==> src/rtl/sha_host_sequencer_pkg.sv <==
// Shared definitions for the SHA-256 host sequencer: FSM encoding and default sizes.
// Latency: n/a (types and constants only).
// Backpressure: n/a.
package sha_host_sequencer_pkg;

    // Defaults shared with the core controller.
    localparam int DEF_MAX_MESSAGE_LENGTH = 55;
    localparam int DEF_OUTPUT_LENGTH      = 8;
    localparam int NUMBER_OF_HS           = 8;

    // WAIT-state timer width; TIMEOUT_CYCLES must fit in it.
    localparam int TIMER_W = 8;

    typedef enum logic [2:0] {
        ST_IDLE  = 3'd0,
        ST_LOAD  = 3'd1,
        ST_GO    = 3'd2,
        ST_WAIT  = 3'd3,
        ST_RDREQ = 3'd4,
        ST_RDCAP = 3'd5,
        ST_OUT   = 3'd6,
        ST_DROP  = 3'd7
    } state_t;

endpackage

==> src/rtl/sha_host_sequencer.sv <==
// Loads a byte-stream message into the SHA core SRAM, starts the core, streams the digest out.
// Latency: SRAM write 1 cycle after byte, go 2 cycles after last byte, 3 cycles per digest word.
// Backpressure: in_ready low outside IDLE/LOAD/DROP; OUT holds word and data until out_ready.
//
// Ports:
//   clk, reset_n                       - clock, async active-low reset
//   in_valid/in_ready/in_data/in_last  - message byte stream in
//   xxx__msg__*                        - registered message SRAM write port
//   xxx__dut__go, xxx__dut__msg_length - core start pulse and byte count
//   dut__xxx__finish                   - core completion pulse
//   xxx__dom__*, dom__xxx__data        - digest output memory read port (1-cycle read latency)
//   out_valid/out_ready/out_data/out_last - 32-bit digest word stream out
//   busy, error                        - status; error is sticky until next message starts
module sha_host_sequencer
    import sha_host_sequencer_pkg::*;
#(
    parameter int MAX_MESSAGE_LENGTH = DEF_MAX_MESSAGE_LENGTH,
    parameter int OUTPUT_LENGTH      = DEF_OUTPUT_LENGTH,
    parameter int TIMEOUT_CYCLES     = 255
) (
    input  logic                                  clk,
    input  logic                                  reset_n,

    input  logic                                  in_valid,
    input  logic                                  in_last,
    input  logic [7:0]                            in_data,
    output logic                                  in_ready,

    output logic [$clog2(MAX_MESSAGE_LENGTH)-1:0] xxx__msg__address,
    output logic                                  xxx__msg__enable,
    output logic                                  xxx__msg__write,
    output logic [7:0]                            xxx__msg__data,

    output logic                                  xxx__dut__go,
    output logic [$clog2(MAX_MESSAGE_LENGTH):0]   xxx__dut__msg_length,
    input  logic                                  dut__xxx__finish,

    output logic [$clog2(OUTPUT_LENGTH)-1:0]      xxx__dom__address,
    output logic                                  xxx__dom__enable,
    output logic                                  xxx__dom__write,
    input  logic [31:0]                           dom__xxx__data,

    output logic                                  out_valid,
    output logic                                  out_last,
    output logic [31:0]                           out_data,
    input  logic                                  out_ready,

    output logic                                  busy,
    output logic                                  error
);

    localparam int MSG_AW = $clog2(MAX_MESSAGE_LENGTH);
    localparam int LEN_W  = MSG_AW + 1;
    localparam int DOM_AW = $clog2(OUTPUT_LENGTH);

    localparam logic [MSG_AW-1:0]  CNT_MAX  = MSG_AW'(MAX_MESSAGE_LENGTH - 1);
    localparam logic [DOM_AW-1:0]  K_MAX    = DOM_AW'(OUTPUT_LENGTH - 1);
    localparam logic [TIMER_W-1:0] TMO_LAST = TIMER_W'(TIMEOUT_CYCLES - 1);

    state_t              state_q,    state_d;
    logic [MSG_AW-1:0]   cnt_q,      cnt_d;
    logic [DOM_AW-1:0]   k_q,        k_d;
    logic [TIMER_W-1:0]  timer_q,    timer_d;
    logic                in_ready_q, in_ready_d;
    logic                msg_en_q,   msg_en_d;
    logic [MSG_AW-1:0]   msg_addr_q, msg_addr_d;
    logic [7:0]          msg_data_q, msg_data_d;
    logic                go_q,       go_d;
    logic [LEN_W-1:0]    msg_len_q,  msg_len_d;
    logic [31:0]         out_data_q, out_data_d;
    logic                error_q,    error_d;

    logic                in_hs;
    logic [MSG_AW-1:0]   cur_cnt;

    assign in_hs = in_valid & in_ready_q;

    // The first byte of a message always lands at address 0, whatever cnt was left at.
    assign cur_cnt = (state_q == ST_IDLE) ? '0 : cnt_q;

    always_comb begin
        state_d    = state_q;
        cnt_d      = cnt_q;
        k_d        = k_q;
        timer_d    = timer_q;
        msg_en_d   = 1'b0;
        msg_addr_d = msg_addr_q;
        msg_data_d = msg_data_q;
        go_d       = 1'b0;
        msg_len_d  = msg_len_q;
        out_data_d = out_data_q;
        error_d    = error_q;

        case (state_q)
            ST_IDLE, ST_LOAD: begin
                if (in_hs) begin
                    msg_en_d   = 1'b1;
                    msg_addr_d = cur_cnt;
                    msg_data_d = in_data;
                    cnt_d      = (cur_cnt == CNT_MAX) ? cur_cnt : cur_cnt + 1'b1;
                    if (state_q == ST_IDLE) begin
                        error_d = 1'b0;
                    end
                    if (in_last) begin
                        msg_len_d = LEN_W'(cur_cnt) + LEN_W'(1);
                        state_d   = ST_GO;
                    end else if (cur_cnt == CNT_MAX) begin
                        // Message longer than the SRAM: swallow the rest, never start the core.
                        error_d = 1'b1;
                        state_d = ST_DROP;
                    end else begin
                        state_d = ST_LOAD;
                    end
                end
            end
            ST_GO: begin
                go_d    = 1'b1;
                timer_d = '0;
                state_d = ST_WAIT;
            end
            ST_WAIT: begin
                // finish takes priority over a timeout landing on the same cycle.
                if (dut__xxx__finish) begin
                    k_d     = '0;
                    state_d = ST_RDREQ;
                end else if (timer_q == TMO_LAST) begin
                    error_d = 1'b1;
                    state_d = ST_IDLE;
                end else begin
                    timer_d = timer_q + TIMER_W'(1);
                end
            end
            ST_RDREQ: begin
                state_d = ST_RDCAP;
            end
            ST_RDCAP: begin
                out_data_d = dom__xxx__data;
                state_d    = ST_OUT;
            end
            ST_OUT: begin
                if (out_ready) begin
                    if (k_q == K_MAX) begin
                        state_d = ST_IDLE;
                    end else begin
                        k_d     = k_q + 1'b1;
                        state_d = ST_RDREQ;
                    end
                end
            end
            ST_DROP: begin
                if (in_hs && in_last) begin
                    state_d = ST_IDLE;
                end
            end
            default: begin
                state_d = ST_IDLE;
            end
        endcase

        // Registered from next state so in_ready drops on the same edge that accepts in_last.
        in_ready_d = (state_d == ST_IDLE) || (state_d == ST_LOAD) || (state_d == ST_DROP);
    end

    always_ff @(posedge clk or negedge reset_n) begin
        if (!reset_n) begin
            state_q    <= ST_IDLE;
            cnt_q      <= '0;
            k_q        <= '0;
            timer_q    <= '0;
            in_ready_q <= 1'b0;
            msg_en_q   <= 1'b0;
            msg_addr_q <= '0;
            msg_data_q <= '0;
            go_q       <= 1'b0;
            msg_len_q  <= '0;
            out_data_q <= '0;
            error_q    <= 1'b0;
        end else begin
            state_q    <= state_d;
            cnt_q      <= cnt_d;
            k_q        <= k_d;
            timer_q    <= timer_d;
            in_ready_q <= in_ready_d;
            msg_en_q   <= msg_en_d;
            msg_addr_q <= msg_addr_d;
            msg_data_q <= msg_data_d;
            go_q       <= go_d;
            msg_len_q  <= msg_len_d;
            out_data_q <= out_data_d;
            error_q    <= error_d;
        end
    end

    assign in_ready             = in_ready_q;
    assign xxx__msg__address    = msg_addr_q;
    assign xxx__msg__enable     = msg_en_q;
    assign xxx__msg__write      = msg_en_q;
    assign xxx__msg__data       = msg_data_q;
    assign xxx__dut__go         = go_q;
    assign xxx__dut__msg_length = msg_len_q;

    assign xxx__dom__enable     = (state_q == ST_RDREQ);
    assign xxx__dom__address    = (state_q == ST_RDREQ) ? k_q : '0;
    assign xxx__dom__write      = 1'b0;

    assign out_valid            = (state_q == ST_OUT);
    assign out_last             = (state_q == ST_OUT) && (k_q == K_MAX);
    assign out_data             = out_data_q;

    assign busy                 = (state_q != ST_IDLE);
    assign error                = error_q;

endmodule

==> config.mk <==
export PLATFORM = sky130hd
export DESIGN_NAME = sha_host_sequencer
export DESIGN_NICKNAME = d
export VERILOG_FILES = /design/src/rtl/sha_host_sequencer_pkg.sv /design/src/rtl/sha_host_sequencer.sv
export SDC_FILE = /design/constraint.sdc
export NUM_CORES = 1
export LEC_CHECK = 0
export BUFFER_PORTS_ARGS = -buffer_cell sky130_fd_sc_hd__buf_2
export CAP_MARGIN = 20
export CORE_UTILIZATION = 45
export DETAILED_ROUTE_END_ITERATION = 7
export PLACE_DENSITY = 0.69
export SYNTH_ARGS = -nofsm -noshare
export SYNTH_HDL_FRONTEND = slang
export SYNTH_SLANG_ARGS = --single-unit
==> constraint.sdc <==
create_clock -name clk -period 5.9 [get_ports clk]
set_input_delay 1.18 -clock clk [delete_from_list [all_inputs] [get_ports clk]]
set_output_delay 1.18 -clock clk [all_outputs]
set_load 0.05 [all_outputs]
==> results of run 1 <==
[metrics by stage]
step / cells / cell area, sq um / worst slack [ps]
after floorplan: 300 / 3420 / 2680
after global placement: 495 / 4020 / 3320
after detailed placement: 495 / 4020 / 3260
after CTS: 511 / 4240 / 2890
after global routing: 511 / 4240 / 2720
final: 511 / 4240 / 2910
[metal layers]
layer / track usage / vias up / share of wire / routed length, um
li1: - / 1251 / - / -
met1: 0.229 / 1224 / 0.47 / 3210
met2: 0.291 / 76 / 0.46 / 3150
met3: 0.0388 / 7 / 0.052 / 353
met4: 0.0649 / 0 / 0.012 / 80
met5: 0 / - / 0 / 0
[report_power, final]
| part | switching (mW) | total, mW | leakage, nW | internal [mW] |
|---|---|---|---|---|
| combinational | 1.00 | 1.40 | 1.08 | 0.395 |
| clock | 0.185 | 0.436 | 0.114 | 0.252 |
| sequential | 0.158 | 0.903 | 0.957 | 0.745 |
| total | 1.34 | 2.74 | 2.15 | 1.39 |
[cells in the mapped netlist, types with 2 or more instances]
library cell / n / area [sq um]
dfrtp_1: 77 / 1930
nand2_1: 48 / 180
mux2_2: 30 / 338
nor2_1: 17 / 63.8
o21ai_0: 13 / 65.1
a21oi_1: 9 / 45.0
buf_2: 9 / 45.0
xor2_1: 7 / 61.3
and3_1: 6 / 37.5
ha_1: 6 / 75.1
inv_1: 6 / 22.5
o21ai_1: 6 / 30.0
buf_4: 5 / 37.5
nand3_1: 5 / 25.0
nand4_1: 5 / 31.3
and2_1: 4 / 25.0
xnor2_1: 3 / 26.3
a22o_1: 2 / 17.5
a2bb2oi_1: 2 / 17.5
inv_2: 2 / 7.51
mux2_1: 2 / 22.5
mux2i_1: 2 / 20.0
nand2b_1: 2 / 12.5
nand4bb_1: 2 / 22.5
nor2_2: 2 / 12.5
nor3_1: 2 / 10.0
nor3b_1: 2 / 15.0
o31ai_1: 2 / 15.0
[sequential cells by signal, indices dropped and copies added, names as in the netlist]
| register | flops |
|---|---|
| xxx__dut__msg_length | 7 |
| k_q | 3 |
| timer_q | 8 |
| xxx__msg__enable | 1 |
| in_ready | 1 |
| state_q | 3 |
| xxx__msg__address | 6 |
| cnt_q | 6 |
| xxx__dut__go | 1 |
| error | 1 |
| xxx__msg__data | 8 |
| out_data | 32 |
[final cells by class]
cell class | instances | share of cell area
Sequential cell | 77 | 0.455
Multi-Input combinational cell | 200 | 0.324
Inverter | 8 | 0.00708
Clock inverter | 5 | 0.0195
Timing Repair Buffer | 111 | 0.132
Clock buffer | 11 | 0.0334
Tap cell | 99 | 0.0292
[logic make-up (layout without fill, tap and decap cells)]
family | Yosys count | after routing | share of synthesized area
multiplexers | 34 | 34 | 0.111
flip-flops | 77 | 77 | 0.563
adder cells (fa/ha/maj) | 6 | 6 | 0.0219
XOR/XNOR | 10 | 10 | 0.0256
buffers and inverters | 23 | 135 | 0.0362
AO/OA/AOI/OAI | 44 | 44 | 0.0862
AND/OR/NAND/NOR | 105 | 105 | 0.155
other | 1 | 1 | 0.00110
[final timing paths]
check / start / end / slack, ps / cells past startpoint
max: state_q[0]$_DFF_PN0_ / out_last / 2910 / 4
min: xxx__msg__address[4]$_DFFE_PN0P_ / xxx__msg__address[4]$_DFFE_PN0P_ / 480 / 2
max reg2reg: state_q[2]$_DFF_PN0_ / in_ready$_DFF_PN0_ / 3570 / 9
min reg2reg: xxx__msg__address[4]$_DFFE_PN0P_ / xxx__msg__address[4]$_DFFE_PN0P_ / 480 / 2
max in group asynchronous: reset_n / out_data[26]$_DFFE_PN0N_ / 4290 / 1
min in group asynchronous: reset_n / xxx__dut__msg_length[0]$_DFFE_PN0P_ / 980 / 1
[worst reg2reg max path, stage by stage (launching register included)]
cell and delay (ps):
dfrtp_1 560, nor3_4 350, inv_2 160, nand2_1 140
ha_1 150, nand3b_1 130, nor2_2 260, o211ai_2 120
a21oi_2 180, mux2i_1 210
==> flow_summary.yaml, run 1 <==
status:
  outcome: "complete, no violations"
floorplan:
  io_pins: 112
  initial_core_util: 0.470
  die_w_um: 89.2
  die_y_um: 89.2
  num_rows: 31
  core_sq_um: 7290
  dieArea_sq_um: 7960
drt:
  via_per_inst: 5.01
  wl_um: 6790
  num_vias: 2558
  drtIter0Drc: 80
  drc: 0
  drt_first_pass_iters: 3
  antenna_left: 0
  wire_per_inst_um: 13.3
layout:
  mostFrequentLayoutCells: "109 x buf_2, 77 x dfrtp_1, 48 x nand2_1, 30 x mux2_2, 17 x nor2_1"
  final_common_cell: "buf_2"
  multi_input_area_sq_um: 1370
  diodes: 0
  final_util: 0.581
  drive_above_1_share: 0.410
  nFillCells: 663
  syn2layout_area_growth_pct: 23.8
  nNetsFinal: 459
  regArea_sq_um: 1930
clocking:
  htree_levels: 3
  cts_sinks: 77
  cts_root_buffer: "clkbuf_8"
  clk_pin_slew_ps: 80
  clock_path_buffers: 2
  cts_hold_buf: 0
  cts.repair.resized: 0
  post-cts-setup-buffers: 0
  cts-buffers-inserted: 9
  cts_tree: "built"
  clk_latency_ps: 330
min_path:
  worstHoldPathType: "flip-flop to flip-flop"
power:
  p_per_area_nw_per_um2: 645
  p_leak_nw: 2.15
  finalPower_mw: 2.74
  ir_drop_uv: 339
global_routing:
  grt_pass1_wl_um: 10600
  grt_max_degree: 78
  gr-usage-all-layers: 0.176
  grt-ovfl-total: 0
  grt_pass1_vias: 2359
  antenna_found_initial: 0
yosys:
  syn-mean-instance-area_sq_um: 11.4
  syn_inst: 300
  ys_ff_latch: 77
  synth_edf_count: 0
  syn-cell-area_sq_um: 3420
  ys_seq_area_frac: 0.563
  synth_warnings: 0
  ys_types: 50
  synthArstFlopShare: 1.00
  syn_nets: 352
  synth_ff_type: "dfrtp_1"
setup_path:
  worstSetupPathType: "flip-flop to primary output"
  crit_path_end_kind: "primary output"
  path_cells: "nand2b_1, nor2_1, and2_1, buf_2"
  critPathArrivalTime_ps: 1810
  critPathSlowestCell: "dfrtp_1"
  crit_buf_inv: 1
  path_max_fanout: 14
  crit_path_max_incr_delay_ps: 560
  cp.required_ps: 4720
  cp_top_family: "simple AND/OR/NAND/NOR gates"
  startpoint_type: "flip-flop"
place:
  gp_congestion: 0.854
  portBuffers: 110
  hpwl_um: 4920
timing:
  min_period_over_period: 0.507
  rsz0062_at_grt: "false"
  slew_viol_final: 0
  slew_headroom: 0.366
  fmax_mhz: 334
  whs_ps: 481
  hold_violations: 0
  setup-tns-final_ps: 0
  setup_viol: 0
  worstMarginPinSlew_ps: 951
  min_period_ps: 2990
  finClkSkew_ps: 12.9
run:
  maxCapViolations: 0
(Power assumes the default switching activity.)
==> inputs of run 2 (changes only) <==
PLACE_DENSITY = 0.72   (was 0.69)
clock period = 2.5 ns   (was 5.9 ns; I/O delays follow)
==> flow_summary.yaml, run 2 (synthesis gave the netlist of run 1 again) <==
setup_path:
  critPathArrivalTime_ps: 1740
  cp_top_family: "flip-flops"
  ff2ff_path_depth: 9
  startpoint_type: "flip-flop"
  worstSetupPathType: "flip-flop to primary output"
  rrSetupSlack_ps: 330
  crit_path_max_incr_delay_ps: 590
  r2r_end: "in_ready$_DFF_PN0_"
  critPathSlowestCell: "dfrtp_1"
  crit_buf_inv: 2
  path_max_fanout: 12
  cp.required_ps: 2000
  crit_path_end_kind: "primary output"
  reg2reg_from: "state_q[1]$_DFF_PN0_"
  path_cells: "inv_1, nor2_2, and2_1, buf_2"
clocking:
  cts_hold_buf: 0
  clk_latency_ps: 340
  cts_root_buffer: "clkbuf_8"
  clk_pin_slew_ps: 80
  post-cts-setup-buffers: 0
  cts-buffers-inserted: 9
  cts_tree: "built"
  cts_sinks: 77
  cts.repair.resized: 0
  clock_path_buffers: 2
  htree_levels: 3
global_routing:
  grt_max_degree: 43
  grt_pass1_vias: 2307
  antenna_found_initial: 0
  gr-usage-all-layers: 0.177
  grt-ovfl-total: 0
  grt_pass1_wl_um: 10700
timing:
  whs_ps: 105
  setup-tns-final_ps: 0
  setup_viol: 0
  min_period_over_period: 0.897
  min_period_ps: 2240
  hold_violations: 0
  fmax_mhz: 446
  slew_headroom: 0.498
  finClkSkew_ps: 5.03
  worstMarginPinSlew_ps: 752
  rsz0062_at_grt: "false"
  slew_viol_final: 0
drt:
  antenna_left: 0
  drt_first_pass_iters: 4
  via_per_inst: 4.90
  drc: 0
  drtIter0Drc: 122
  wl_um: 6800
  num_vias: 2519
  wire_per_inst_um: 13.2
status:
  outcome: "complete, no violations"
floorplan:
  io_pins: 112
  core_sq_um: 7290
  num_rows: 31
  dieArea_sq_um: 7960
  initial_core_util: 0.470
  die_y_um: 89.2
  die_w_um: 89.2
layout:
  nFillCells: 663
  final_common_cell: "buf_2"
  syn2layout_area_growth_pct: 24.1
  largest_register_ffs: 32
  stdcell_area_sq_um: 4250
  drive_above_1_share: 0.417
  diodes: 0
  mostFrequentLayoutCells: "109 x buf_2, 77 x dfrtp_1, 48 x nand2_1, 30 x mux2_2, 16 x nor2_1"
  nNetsFinal: 462
place:
  portBuffers: 110
  gp_congestion: 0.876
  hpwl_um: 5010
  place_area_sq_um: 4050
min_path:
  worstHoldPathType: "input pin to async pin"
power:
  ir_drop_uv: 592
  p_leak_nw: 2.15
  p_per_area_nw_per_um2: 1500
run:
  maxCapViolations: 0
-- run 2: cell count changes in the layout (fill, tap and decap cells not counted) --
cell / delta
clkinvlp_4: +3
buf_4: +2
buf_12: +1
bufinv_16: -1
clkbuf_8: -1
clkinv_2: -1
clkinv_4: -1
inv_6: +1
nor2_1: -1
nor2_2: +1
-- run 2: worst max-delay path by stage --
stage	from	to	slack, ps	depth (start not counted)
floorplan	state_q[0]$_DFF_PN0_	out_last	230	4
global placement	state_q[1]$_DFF_PN0_	out_data[3]$_DFFE_PN0N_	480	3
detailed placement	state_q[1]$_DFF_PN0_	in_ready$_DFF_PN0_	360	9
CTS	state_q[1]$_DFF_PN0_	out_last	220	4
global route	state_q[1]$_DFF_PN0_	out_last	120	4
finish	state_q[1]$_DFF_PN0_	out_last	260	4
-- run 2: layout make-up --
type	instances	area, sq um	share of cell area
inverter	8	30.0	0.00707
multi-input combinational	200	1380	0.324
clock buffer	10	128	0.0300
tap	99	124	0.0291
sequential	77	1930	0.453
timing repair buffer	114	596	0.140
clock inverter	6	70.1	0.0165
-- run 2: routing by layer --
metal / wire length (um) / share of wire / vias up / track usage
met2: 3120 / 0.46 / 80 / 0.281
met4: 92 / 0.014 / 0 / 0.0794
met3: 433 / 0.064 / 7 / 0.0388
met1: 3150 / 0.46 / 1184 / 0.232
li1: - / - / 1248 / -
met5: 0 / 0 / - / 0
-- run 2: power by group --
group	leakage [nW]	switching, mW	total (mW)	internal, mW
clock network	0.0895	0.458	0.926	0.468
registers	0.957	0.313	2.07	1.76
logic	1.10	2.44	3.39	0.957
-- run 2: metrics by stage --
stage	total power, mW	utilization	setup WS [ps]	instances
detailed placement	5.52	0.556	355	498
finish	6.39	0.583	258	514
global placement	5.44	0.556	475	498
floorplan	4.76	-	230	300
global route	6.78	0.583	118	514
CTS	6.45	0.583	222	514
==> inputs of run 3 (changes only) <==
CTS_BUF_LIST = sky130_fd_sc_hd__clkbuf_8   (was unset)
SETUP_SLACK_MARGIN = 0.4   (was unset)
==> flow_summary.yaml, run 3 (synthesis gave the netlist of run 1 again) <==
status:
  outcome: "complete, no violations"
setup_path:
  crit_start: "state_q[0]$_DFF_PN0_"
  critPathSlowestCell: "dfrtp_1"
  worstSetupPathType: "flip-flop to primary output"
  critPathArrivalTime_ps: 1500
  crit_path_end_kind: "primary output"
  path_max_fanout: 13
  crit_path_max_incr_delay_ps: 420
  startpoint_type: "flip-flop"
  cp.required_ps: 2000
  path_cells: "buf_6, nand2b_4, nor2_4, and2_1, buf_6"
  cp_common_cell: "buf_6"
  rrSetupSlack_ps: 510
  reg2reg_from: "state_q[2]$_DFF_PN0_"
drt:
  drtIter0Drc: 64
  wire_per_inst_um: 13.4
  num_vias: 2596
  wl_um: 6950
  via_per_inst: 5.00
  drc: 0
  antenna_left: 0
  drt_first_pass_iters: 4
layout:
  final_common_cell: "buf_2"
  multi_input_area_sq_um: 1410
  nFillCells: 641
  stdcell_area_sq_um: 4360
  stdcell_count: 519
  drive_above_1_share: 0.433
  largest_register_ffs: 32
  mostFrequentLayoutCells: "104 x buf_2, 76 x dfrtp_1, 47 x nand2_1, 30 x mux2_2, 15 x nor2_1"
  final_util: 0.598
  diodes: 0
  syn2layout_area_growth_pct: 27.4
  regArea_sq_um: 1930
  nNetsFinal: 468
place:
  place_inst: 499
  portBuffers: 110
  gp_congestion: 0.862
  hpwl_um: 4970
  place_area_sq_um: 4070
clocking:
  clk_latency_ps: 350
  cts-buffers-inserted: 9
  cts_hold_buf: 0
  htree_levels: 3
  cts_sinks: 77
  clk_pin_slew_ps: 80
  cts_root_buffer: "clkbuf_8"
  cts_tree: "built"
  clock_path_buffers: 2
floorplan:
  dieArea_sq_um: 7960
  initial_core_util: 0.470
  io_pins: 112
  num_rows: 31
  die_w_um: 89.2
  core_sq_um: 7290
  die_y_um: 89.2
power:
  p_leak_nw: 2.21
  combPwrFrac: 0.537
  p_per_area_nw_per_um2: 1510
  switching_share: 0.491
  clockPowerShare: 0.149
  p_seq_frac: 0.314
  intPower_mw: 3.36
  ir_drop_uv: 818
  switching_power_mw: 3.23
  finalPower_mw: 6.59
global_routing:
  antenna_found_initial: 0
  grt_pass1_vias: 2382
  grt_max_degree: 40
  grt-ovfl-total: 0
  gr-usage-all-layers: 0.181
  grt_pass1_wl_um: 11000
timing:
  rsz0062_at_grt: "true"
  setup-tns-final_ps: 0
  worstMarginPinSlew_ps: 776
  slew_viol_final: 0
  hold_violations: 0
  slew_headroom: 0.482
  fmax_mhz: 499
  finClkSkew_ps: 7.54
  setup_viol: 0
  min_period_ps: 2000
  min_period_over_period: 0.801
min_path:
  worstHoldPathType: "input pin to async pin"
run:
  maxCapViolations: 0
## run 3: cell count changes in the layout (fill, tap and decap cells not counted), moves of 2 or more
cell,before,now
inv_1,6,8
clkinvlp_4,3,0
nor2_4,1,3
buf_2,109,104
buf_6,0,2
inv_6,2,0
buf_4,4,13
## run 3: repair_timing
item / CTS / global route
buffers inserted: 1 / 4
gates resized for setup: 7 / 8
pin swaps: 0 / 4
setup endpoints to repair: 9 / 40
## run 3: worst max-delay path, delay by kind of cell, from the launching register on
| kind | cells | cell delay (ps) |
|---|---|---|
| flops | 1 | 420 |
| simple gates | 3 | 410 |
| buf+inv | 2 | 330 |
## run 3: path summary, 6_finish.rpt
path | end | cells past startpoint
worst max-delay path | out_last | 5
worst min-delay path | in_ready$_DFF_PN0_ | 1
worst max register to register | cnt_q[4]$_DFFE_PN0P_ | 9
worst min register to register | xxx__dut__msg_length[3]$_DFFE_PN0P_ | 2
max in group asynchronous | out_data[5]$_DFFE_PN0N_ | 2
min in group clk | xxx__msg__data[5]$_DFFE_PN0P_ | 3
## run 3: layout make-up
class | count | share of cell area
sequential | 77 | 0.442
clock inverter | 6 | 0.0186
clock buffer | 9 | 0.0284
inverter | 8 | 0.00746
multi-input combinational | 200 | 0.324
timing repair buffer | 120 | 0.151
tap | 99 | 0.0284
## run 3: layer usage
layer | global-route usage | vias to the layer above | wire length, um
met5 | 0 | - | 0
met4 | 0.0750 | 0 | 95
met3 | 0.0462 | 10 | 420
met2 | 0.295 | 84 | 3220
met1 | 0.232 | 1238 | 3210
li1 | - | 1264 | -
## run 3: power groups by stage
stage	registers, mW	clock network [mW]	logic [mW]
CTS	2.08	1.01	3.45
floorplan	3.54	0	1.24
finish	2.07	0.985	3.54
detailed placement	2.10	0	3.43
global route	2.14	1.05	3.78
global placement	2.08	0	3.38
## run 3: per-stage QoR
stage	hold WS, ps	setup WS, ps
3_5_place_dp	457	319
3_3_place_gp	454	411
2_1_floorplan	204	413
5_1_grt	159	383
4_1_cts	138	365
6_report	125	496
